[config.mk]
export PLATFORM = sky130hd
export DESIGN_NAME = instruction_sequencer
export DESIGN_NICKNAME = d
export VERILOG_FILES = /design/src/rtl/instruction_sequencer.sv
export SDC_FILE = /design/constraint.sdc
export NUM_CORES = 1
export LEC_CHECK = 0
export ABC_AREA = 1
export CORE_MARGIN = 2
export CORE_UTILIZATION = 49
export CTS_BUF_LIST = sky130_fd_sc_hd__clkbuf_4 sky130_fd_sc_hd__clkbuf_8 sky130_fd_sc_hd__clkbuf_16
export DETAILED_ROUTE_END_ITERATION = 12
export GPL_TIMING_DRIVEN = 0
export PLACE_DENSITY = 0.71
export SETUP_SLACK_MARGIN = 0.02
export SLEW_MARGIN = 20
export SYNTH_ARGS = -nofsm -noshare
export SYNTH_HDL_FRONTEND = slang
export SYNTH_SLANG_ARGS = --single-unit
[constraint.sdc]
create_clock -name clk -period 4.9 [get_ports clk]
set_input_delay 0.98 -clock clk [delete_from_list [all_inputs] [get_ports clk]]
set_output_delay 0.98 -clock clk [all_outputs]
set_load 0.01 [all_outputs]
[src/rtl/instruction_sequencer.sv]
// Programmable instruction feeder: loads a program while idle, then streams it
// one instruction per cycle with stall bubbles, a NOP drain tail and run statistics.
module instruction_sequencer #(
  parameter int unsigned DEPTH        = 16,
  parameter int unsigned DRAIN_CYCLES = 4,
  parameter logic [31:0] NOP          = 32'h0000_0000,
  localparam int unsigned AW          = $clog2(DEPTH)
) (
  input  logic          clk,
  input  logic          resetN,
  input  logic          loadValid,
  input  logic [31:0]   loadData,
  output logic          loadReady,
  input  logic          start,
  input  logic          stall,
  input  logic          abort,
  input  logic          clear,
  output logic [31:0]   nextInstruction,
  output logic          issueValid,
  output logic          busy,
  output logic          done,
  output logic [AW:0]   programLength,
  output logic [AW:0]   issuedCount,
  output logic [15:0]   cycleCount
);

  localparam int unsigned DW = (DRAIN_CYCLES < 2) ? 1 : $clog2(DRAIN_CYCLES + 1);

  typedef enum logic [1:0] {S_IDLE, S_RUN, S_DRAIN, S_DONE} state_e;

  state_e        state_q;
  logic [31:0]   mem_q [DEPTH];
  logic [AW-1:0] idx_q;
  logic [AW:0]   plen_q;
  logic [AW:0]   issued_q;
  logic [15:0]   cyc_q;
  logic [DW-1:0] drain_q;
  logic [31:0]   instr_q;
  logic          valid_q;
  logic          busy_q;
  logic          done_q;
  logic          ready_q;

  logic start_ok_c;
  logic load_acc_c;
  logic last_c;
  logic room_c;
  logic room_after_load_c;

  assign start_ok_c        = start && (plen_q != '0);
  assign load_acc_c        = (state_q == S_IDLE) && loadValid && ready_q && !clear && !start_ok_c;
  assign last_c            = ((AW+1)'(idx_q) == (plen_q - (AW+1)'(1)));
  assign room_c            = (plen_q < (AW+1)'(DEPTH));
  assign room_after_load_c = (plen_q != (AW+1)'(DEPTH - 1));

  // Program buffer; contents survive reset as don't-care.
  always_ff @(posedge clk) begin
    if (load_acc_c) mem_q[plen_q[AW-1:0]] <= loadData;
  end

  always_ff @(posedge clk or negedge resetN) begin
    if (!resetN) begin
      state_q  <= S_IDLE;
      idx_q    <= '0;
      plen_q   <= '0;
      issued_q <= '0;
      cyc_q    <= '0;
      drain_q  <= '0;
      instr_q  <= NOP;
      valid_q  <= 1'b0;
      busy_q   <= 1'b0;
      done_q   <= 1'b0;
      ready_q  <= 1'b0;
    end else begin
      instr_q <= NOP;
      valid_q <= 1'b0;
      ready_q <= 1'b0;
      // Run-time counter saturates rather than wrapping.
      if ((state_q == S_RUN || state_q == S_DRAIN) && cyc_q != 16'hFFFF)
        cyc_q <= cyc_q + 16'd1;

      case (state_q)
        S_IDLE: begin
          if (clear) begin
            plen_q  <= '0;
            ready_q <= 1'b1;
          end else if (start_ok_c) begin
            state_q  <= S_RUN;
            busy_q   <= 1'b1;
            idx_q    <= '0;
            issued_q <= '0;
            cyc_q    <= '0;
          end else if (load_acc_c) begin
            plen_q  <= plen_q + (AW+1)'(1);
            ready_q <= room_after_load_c;
          end else begin
            ready_q <= room_c;
          end
        end
        S_RUN: begin
          if (abort) begin
            state_q <= S_IDLE;
            busy_q  <= 1'b0;
            ready_q <= room_c;
          end else if (!stall) begin
            instr_q  <= mem_q[idx_q];
            valid_q  <= 1'b1;
            idx_q    <= idx_q + AW'(1);
            issued_q <= issued_q + (AW+1)'(1);
            if (last_c) begin
              if (DRAIN_CYCLES == 0) begin
                state_q <= S_DONE;
                busy_q  <= 1'b0;
                done_q  <= 1'b1;
              end else begin
                state_q <= S_DRAIN;
                drain_q <= DW'(DRAIN_CYCLES);
              end
            end
          end
        end
        S_DRAIN: begin
          if (abort) begin
            state_q <= S_IDLE;
            busy_q  <= 1'b0;
            ready_q <= room_c;
          end else begin
            drain_q <= drain_q - DW'(1);
            if (drain_q == DW'(1)) begin
              state_q <= S_DONE;
              busy_q  <= 1'b0;
              done_q  <= 1'b1;
            end
          end
        end
        S_DONE: begin
          if (clear) begin
            state_q <= S_IDLE;
            done_q  <= 1'b0;
            plen_q  <= '0;
            ready_q <= 1'b1;
          end else if (start) begin
            state_q  <= S_RUN;
            done_q   <= 1'b0;
            busy_q   <= 1'b1;
            idx_q    <= '0;
            issued_q <= '0;
            cyc_q    <= '0;
          end
        end
        default: state_q <= S_IDLE;
      endcase
    end
  end

  assign nextInstruction = instr_q;
  assign issueValid      = valid_q;
  assign busy            = busy_q;
  assign done            = done_q;
  assign loadReady       = ready_q;
  assign programLength   = plen_q;
  assign issuedCount     = issued_q;
  assign cycleCount      = cyc_q;

endmodule

# --- Yosys cells after proc, flatten, opt, wreduce, memory -nomap -nowiden ---
# Memory sizes are Yosys's and may differ from the RTL's.
# Cells that the tools add are included.
totals:
  ramBits: 512
  out_inout_bits: 62
  n_memories: 1
  regBits: 71
  in_bits: 39
op_classes:
  n_mux: 67
  addsub: 6
  n_reduce_logical: 22
  magnitude_cmp: 1
  eq_ne: 24
memory_table:
  columns: ["name", "depth", "width", "rd", "rd_clocked_by_memory_dff", "wr", "line", "source"]
  rows:
  - ["mem_q", 16, 32, 1, 0, 1, "32", "logic [31:0] mem_q [DEPTH];"]
ops:
  columns: ["operator", "count"]
  rows:
  - ["32-bit two-way mux", 3]
  - ["16-bit two-way mux", 5]
  - ["5-bit two-way mux", 10]
  - ["16-bit case mux with 2 select lines", 1]
  - ["4-bit two-way mux", 6]
  - ["1-bit two-way mux", 21]
  - ["2-bit != test, second input constant", 10]
  - ["2-bit two-way mux", 9]
  - ["16-bit by 1-bit adder with 16-bit output, second input constant", 1]
  - ["16-bit != test, second input constant", 1]
  - ["3-bit != test, second input constant", 5]
  - ["5-bit case mux with 3 select lines", 1]
  - ["3-bit two-way mux", 4]
  - ["4-bit case mux with 3 select lines", 1]
  - ["6-bit AND reduction", 2]
  - ["5-bit by 1-bit adder with 5-bit output, second input constant", 2]
  - ["5-bit case mux with 2 select lines", 1]
  - ["2-bit case mux with 4 select lines", 1]
  - ["4-bit AND reduction", 2]
  - ["7-bit AND reduction", 1]
  - ["1-bit logical AND", 6]
  - ["3-bit case mux with 2 select lines", 1]
  - ["2-bit nonzero test", 3]
  - ["4-bit by 5-bit equality test with 1-bit output", 1]
  - ["20 further kinds", 22]

# --- Depth between registers and ports, before layout ---
logic_depth:
  ltp_word: 9
  mapped_depth: 13

# --- Worst setup path after synthesis ---
# Ideal clock, no wire load.
synth_timing:
  path_kind: "input-to-reg"
  from: "input port clear"
  to: "memory mem_q[3][0] (enable)"
  n_path_buf: 0
  cell_stages: 5
  t_arrival_ns: 3.728
  t_required_ns: 4.439
  slack_ns: 0.711
  path_cell_list: "nor2_1 -> nand3_1 -> nor2_1 -> inv_1 -> nor3_1"
synth_via:
  elab_chain_len: 5
synth_rtl:
  columns: ["element", "line", "source"]
  rows:
  - ["start, declared", "17", "input logic clear,"]
  - ["1-bit zero test", "51", "assign load_acc_c = (state_q == S_IDLE) && loadValid && ready_q && !clear && !start_ok_c;"]
  - ["1-bit logical AND (2 in series)", "51", null]
  - ["1-bit two-way mux", "58", "if (load_acc_c) mem_q[plen_q[AW-1:0]] <= loadData;"]
  - ["1-bit two-way mux (implied by the code)", "58", null]
  - ["end, declared", "32", null]
# No other way between the ends.

# --- Final worst setup path ---
layout_timing:
  from: "input port clear"
  to: "memory mem_q[15][17] (enable)"
# Same word-level chain as after synthesis.

==> impl_results.rst <==
.. list-table::
   :header-rows: 1

   * - Metric
     - Value
   * - Starting Density
     - 0.496
   * - Clock Tree Root
     - clkbuf_16
   * - Detailed-route vias per instance
     - 6.05
   * - Total routing resource utilization after global routing
     - 0.279
   * - Filler cells
     - 3719
   * - CTS HTree Levels
     - 2
   * - Clock tree from TritonCTS
     - done
   * - Combinational share of power
     - 0.279
   * - Post-synthesis instance area
     - 23600 um^2
   * - Number of library cell types mapped by synthesis
     - 35
   * - Antenna violation net count after detailed routing
     - 0
   * - List of most frequent post-synthesis cells
     - edfxtp_1, nor2_1, o21ai_0
   * - Synthesized-area fraction occupied by ao, oa, aoi and oai cells
     - 0.111
   * - Cell-internal power
     - 0.00914 W
   * - Quantity of gates resized following cts
     - 0
   * - Layout area overhead
     - 18.4%
   * - P_sw
     - 0.00465 W
   * - Chip Height
     - 224 um
   * - Fraction of the mapped netlist area in simple logic gates
     - 0.118
   * - Power per unit of standard cell area
     - 493 nW/um^2
   * - Port bufs
     - 100
   * - Largest incremental delay on the critical path
     - 640 ps
   * - Fraction of final layout cells with drive strength greater than 1
     - 0.100
   * - Critical Path End Type
     - register
   * - Std-Cell Core Area
     - 47600 um^2
   * - Mean instance size in the synthesized netlist
     - 12.4 um^2
   * - Mean routed wirelength per cell
     - 25.2 um
   * - Die area
     - 50000 um^2
   * - Cell count after synthesis
     - 1908
   * - Highest-delay cell along the critical path
     - nor3_2
   * - Classification of the worst-slack hold path
     - in2async
   * - Startpoint class of the critical path
     - input pin
   * - Largest area contributor in the netlist
     - edfxtp_1
   * - Ys Warns
     - 0
   * - Share of the cycle needed by the critical path after routing
     - 0.671
   * - Maximum clock skew at final layout
     - 8.40 ps
   * - Hold violation total from the final report
     - 0
   * - Total clock buffers created by CTS
     - 56
   * - Fraction of post-synthesis cell area in the top cell type by area
     - 0.651
   * - Synth top area cells
     - edfxtp_1, dfrtp_1, nor2_1
   * - Dominant combinational cell family by area after synthesis
     - simple AND/OR/NAND/NOR gates
   * - Share of synthesized flip-flops with an asynchronous set or reset
     - 0.122
   * - Cell area after placement
     - 26100 um^2
   * - Xor/xnor cell area share of the yosys netlist
     - 0.000742
   * - Standard-cell rows
     - 80
   * - Register bit total from synthesis
     - 583
   * - Overall via count from detail_route
     - 16800
   * - Total I/O pin count
     - 101
   * - Number of buffers inserted for hold repair after clock tree synthesis
     - 0
   * - Dominant synthesized flop cell
     - edfxtp_1
   * - 1st-pass router iterations
     - 5
   * - First-pass GRT wire length
     - 102000 um
   * - Share of total power in sequential cells
     - 0.411
   * - Post-CTS setup repair buffer count
     - 0
   * - Cell family with the largest share of critical-path delay
     - buffers and inverters
   * - Largest net degree at the start of global routing
     - 42
   * - Seq/Total Area, Yosys
     - 0.726
   * - Count of pins over their slew limit
     - 0
   * - Number of DRC violations after detailed-routing iteration 0
     - 2345
   * - Number of sinks on the clock net
     - 583
   * - Number of global-route vias before repair
     - 16200
   * - Number of antenna violations at the first check in global routing
     - 3
   * - Buf/Inv on CP
     - 5
   * - Worst-case setup margin in the final layout
     - 1610 ps
   * - Final instance area
     - 28000 um^2
   * - Relative slew margins
     - 0.228
   * - VDD IR-drop max
     - 0.000302 V
   * - Data required time of the worst path
     - 5240 ps
   * - Max Fanout on Critical Path
     - 8
   * - Sequence of cells on the critical path
     - clkdlybuf4s50_1, nor2_1, nand3_1, nor2_1, inv_1, nor3_2, buf_4, buf_4, buf_6
   * - Later-pin clock latency in the skew report
     - 620 ps
   * - Max-cap violation count
     - 0
   * - Max frequency
     - 304 MHz
   * - Total wire length
     - 69700 um
   * - Number of enable flip-flop cells after synthesis
     - 512
   * - Arrival time worst endpoint
     - 3630 ps
   * - Run status
     - finished clean
   * - Remaining global-route overflow
     - 0
   * - Classification of the worst setup path
     - in2reg
   * - Post-Synth Adder-Cell Area
     - 0.00848
   * - Post-detail-place hpwl
     - 45300 um
   * - Setup slack after placement
     - 1020 ps
   * - Number of nets in the synthesized netlist
     - 1963
   * - Number of setup violations in the final report
     - 0
   * - Maximum root-to-sink buffer count
     - 3
   * - Part of the total power dissipated in the clock network
     - 0.311
   * - RePlAce Congestion
     - 0.863
   * - Fraction of synthesized area in multiplexers
     - 0
   * - Setup repair after global routing missed its margin
     - no
   * - Proportion of total power due to net switching
     - 0.337
   * - Most common cell in the synthesized netlist
     - edfxtp_1
   * - DRC Markers
     - 0
   * - Final period demand of the worst path
     - 3290 ps
   * - Static leakage
     - 9.55 nW
   * - Chip Width
     - 224 um
   * - Net count reported at finish
     - 2160
   * - Transition time at the pin with the least slew margin
     - 1160 ps
   * - Clock transition at the registers of the reported paths
     - 70 ps
-- logic make-up after synthesis --
family	Yosys count
and+or+nand+nor	682
DFF	583
AOI/OAI and AO/OA	458
buffers and inverters	167
adders and majority gates	16
xor gates and xnor gates	2
-- flip-flops by register name (all words and copies together), names as in the netlist, 2 cells and up --
signal,count
cycleCount,16
drain_q,3
idx_q,4
issuedCount,5
mem_q,512
nextInstruction,32
programLength,5
state_q,2
-- worst reg2reg max path: cells and delay by family (launching register included) --
| family | cells | cell delay, ps |
|---|---|---|
| buf+inv | 6 | 1090 |
| flops | 1 | 420 |
| simple gates | 4 | 1180 |
| fa+ha+maj | 1 | 230 |
-- through the flow --
step	TNS, ps	util	power, W	hold WS, ps	instances
finish	0	0.587	0.0138	367	2767
global route	0	0.587	0.0143	425	2767
CTS	0	0.587	0.0137	387	2766
detailed placement	0	0.549	0.00951	463	2662
global placement	-676820	0.533	0.00937	459	2623
floorplan	0	-	0.00798	442	1908
-- per-layer routing --
| layer | GRT usage | vias to the layer above | wire length (um) |
|---|---|---|---|
| li1 | - | 7307 | - |
| met1 | 0.372 | 8153 | 26600 |
| met2 | 0.442 | 1078 | 32100 |
| met3 | 0.0569 | 211 | 7610 |
| met4 | 0.135 | 4 | 3350 |
| met5 | 0 | - | 21 |
-- power groups by stage --
stage | Sequential, W | Combinational (W) | Clock (W)
5_1_grt | 0.00568 | 0.00413 | 0.00450
3_5_place_dp | 0.00577 | 0.00375 | 0
2_1_floorplan | 0.00579 | 0.00219 | 0
3_3_place_gp | 0.00577 | 0.00360 | 0
6_report | 0.00566 | 0.00384 | 0.00429
4_1_cts | 0.00566 | 0.00378 | 0.00430
-- final timing paths --
check                                       start                            end  slack (ps)  depth (start not counted)
max in group asynchronous                  resetN  nextInstruction[31]$_DFF_PN0_        3910                          2
min reg2reg                drain_q[2]$_DFFE_PN0P_         drain_q[2]$_DFFE_PN0P_         480                          2
max reg2reg                state_q[0]$_DFFE_PN0P_        mem_q[15][17]$_DFFE_PP_        1690                         11
max                                         clear        mem_q[15][17]$_DFFE_PP_        1610                          9
min                                        resetN         drain_q[2]$_DFFE_PN0P_         370                          1
min in group clk           drain_q[2]$_DFFE_PN0P_         drain_q[2]$_DFFE_PN0P_         480                          2
-- cell usage in the layout (no fill, tap or decap), types with 2 or more instances in the layout --
| cell type | Yosys | final |
|---|---|---|
| nor2_4 | 1 | 13 |
| clkinv_1 | 2 | 12 |
| inv_1 | 46 | 46 |
| o21ai_1 | 41 | 41 |
| clkinv_2 | 0 | 16 |
| nand3_1 | 93 | 93 |
| buf_6 | 19 | 23 |
| clkbuf_16 | 0 | 56 |
| o31ai_1 | 2 | 2 |
| buf_4 | 6 | 23 |
| edfxtp_1 | 512 | 512 |
| o21ai_0 | 238 | 238 |
| ha_1 | 16 | 16 |
| clkbuf_1 | 59 | 59 |
| buf_1 | 10 | 10 |
| a21oi_1 | 43 | 43 |
| buf_12 | 1 | 6 |
| or2_2 | 6 | 6 |
| dfrtp_1 | 71 | 71 |
| clkbuf_4 | 0 | 11 |
| buf_2 | 22 | 22 |
| xor2_1 | 2 | 2 |
| buf_16 | 0 | 14 |
| clkdlybuf4s50_1 | 0 | 99 |
| nor3_2 | 1 | 5 |
| nor3_1 | 9 | 5 |
| o211ai_1 | 130 | 130 |
| a31oi_1 | 2 | 2 |
| bufinv_16 | 0 | 3 |
| nand2_2 | 3 | 3 |
| nor2_1 | 440 | 428 |
| nand4_1 | 11 | 11 |
| clkbuf_8 | 0 | 5 |
| nand2_1 | 114 | 114 |
-- cell type report --
cell class	instances	area (um^2)	area share
flip-flops and latches	583	17200	0.613
multi-input cells	1158	5740	0.205
repair buffers	139	1650	0.0590
clock buffers	72	1550	0.0555
well taps	615	769	0.0275
plain buffers	117	648	0.0232
clock inverters	32	265	0.00949
inverters	50	190	0.00680
diodes	1	2.50	0.0000895
Note: power is estimated with default switching activity, not from simulation.
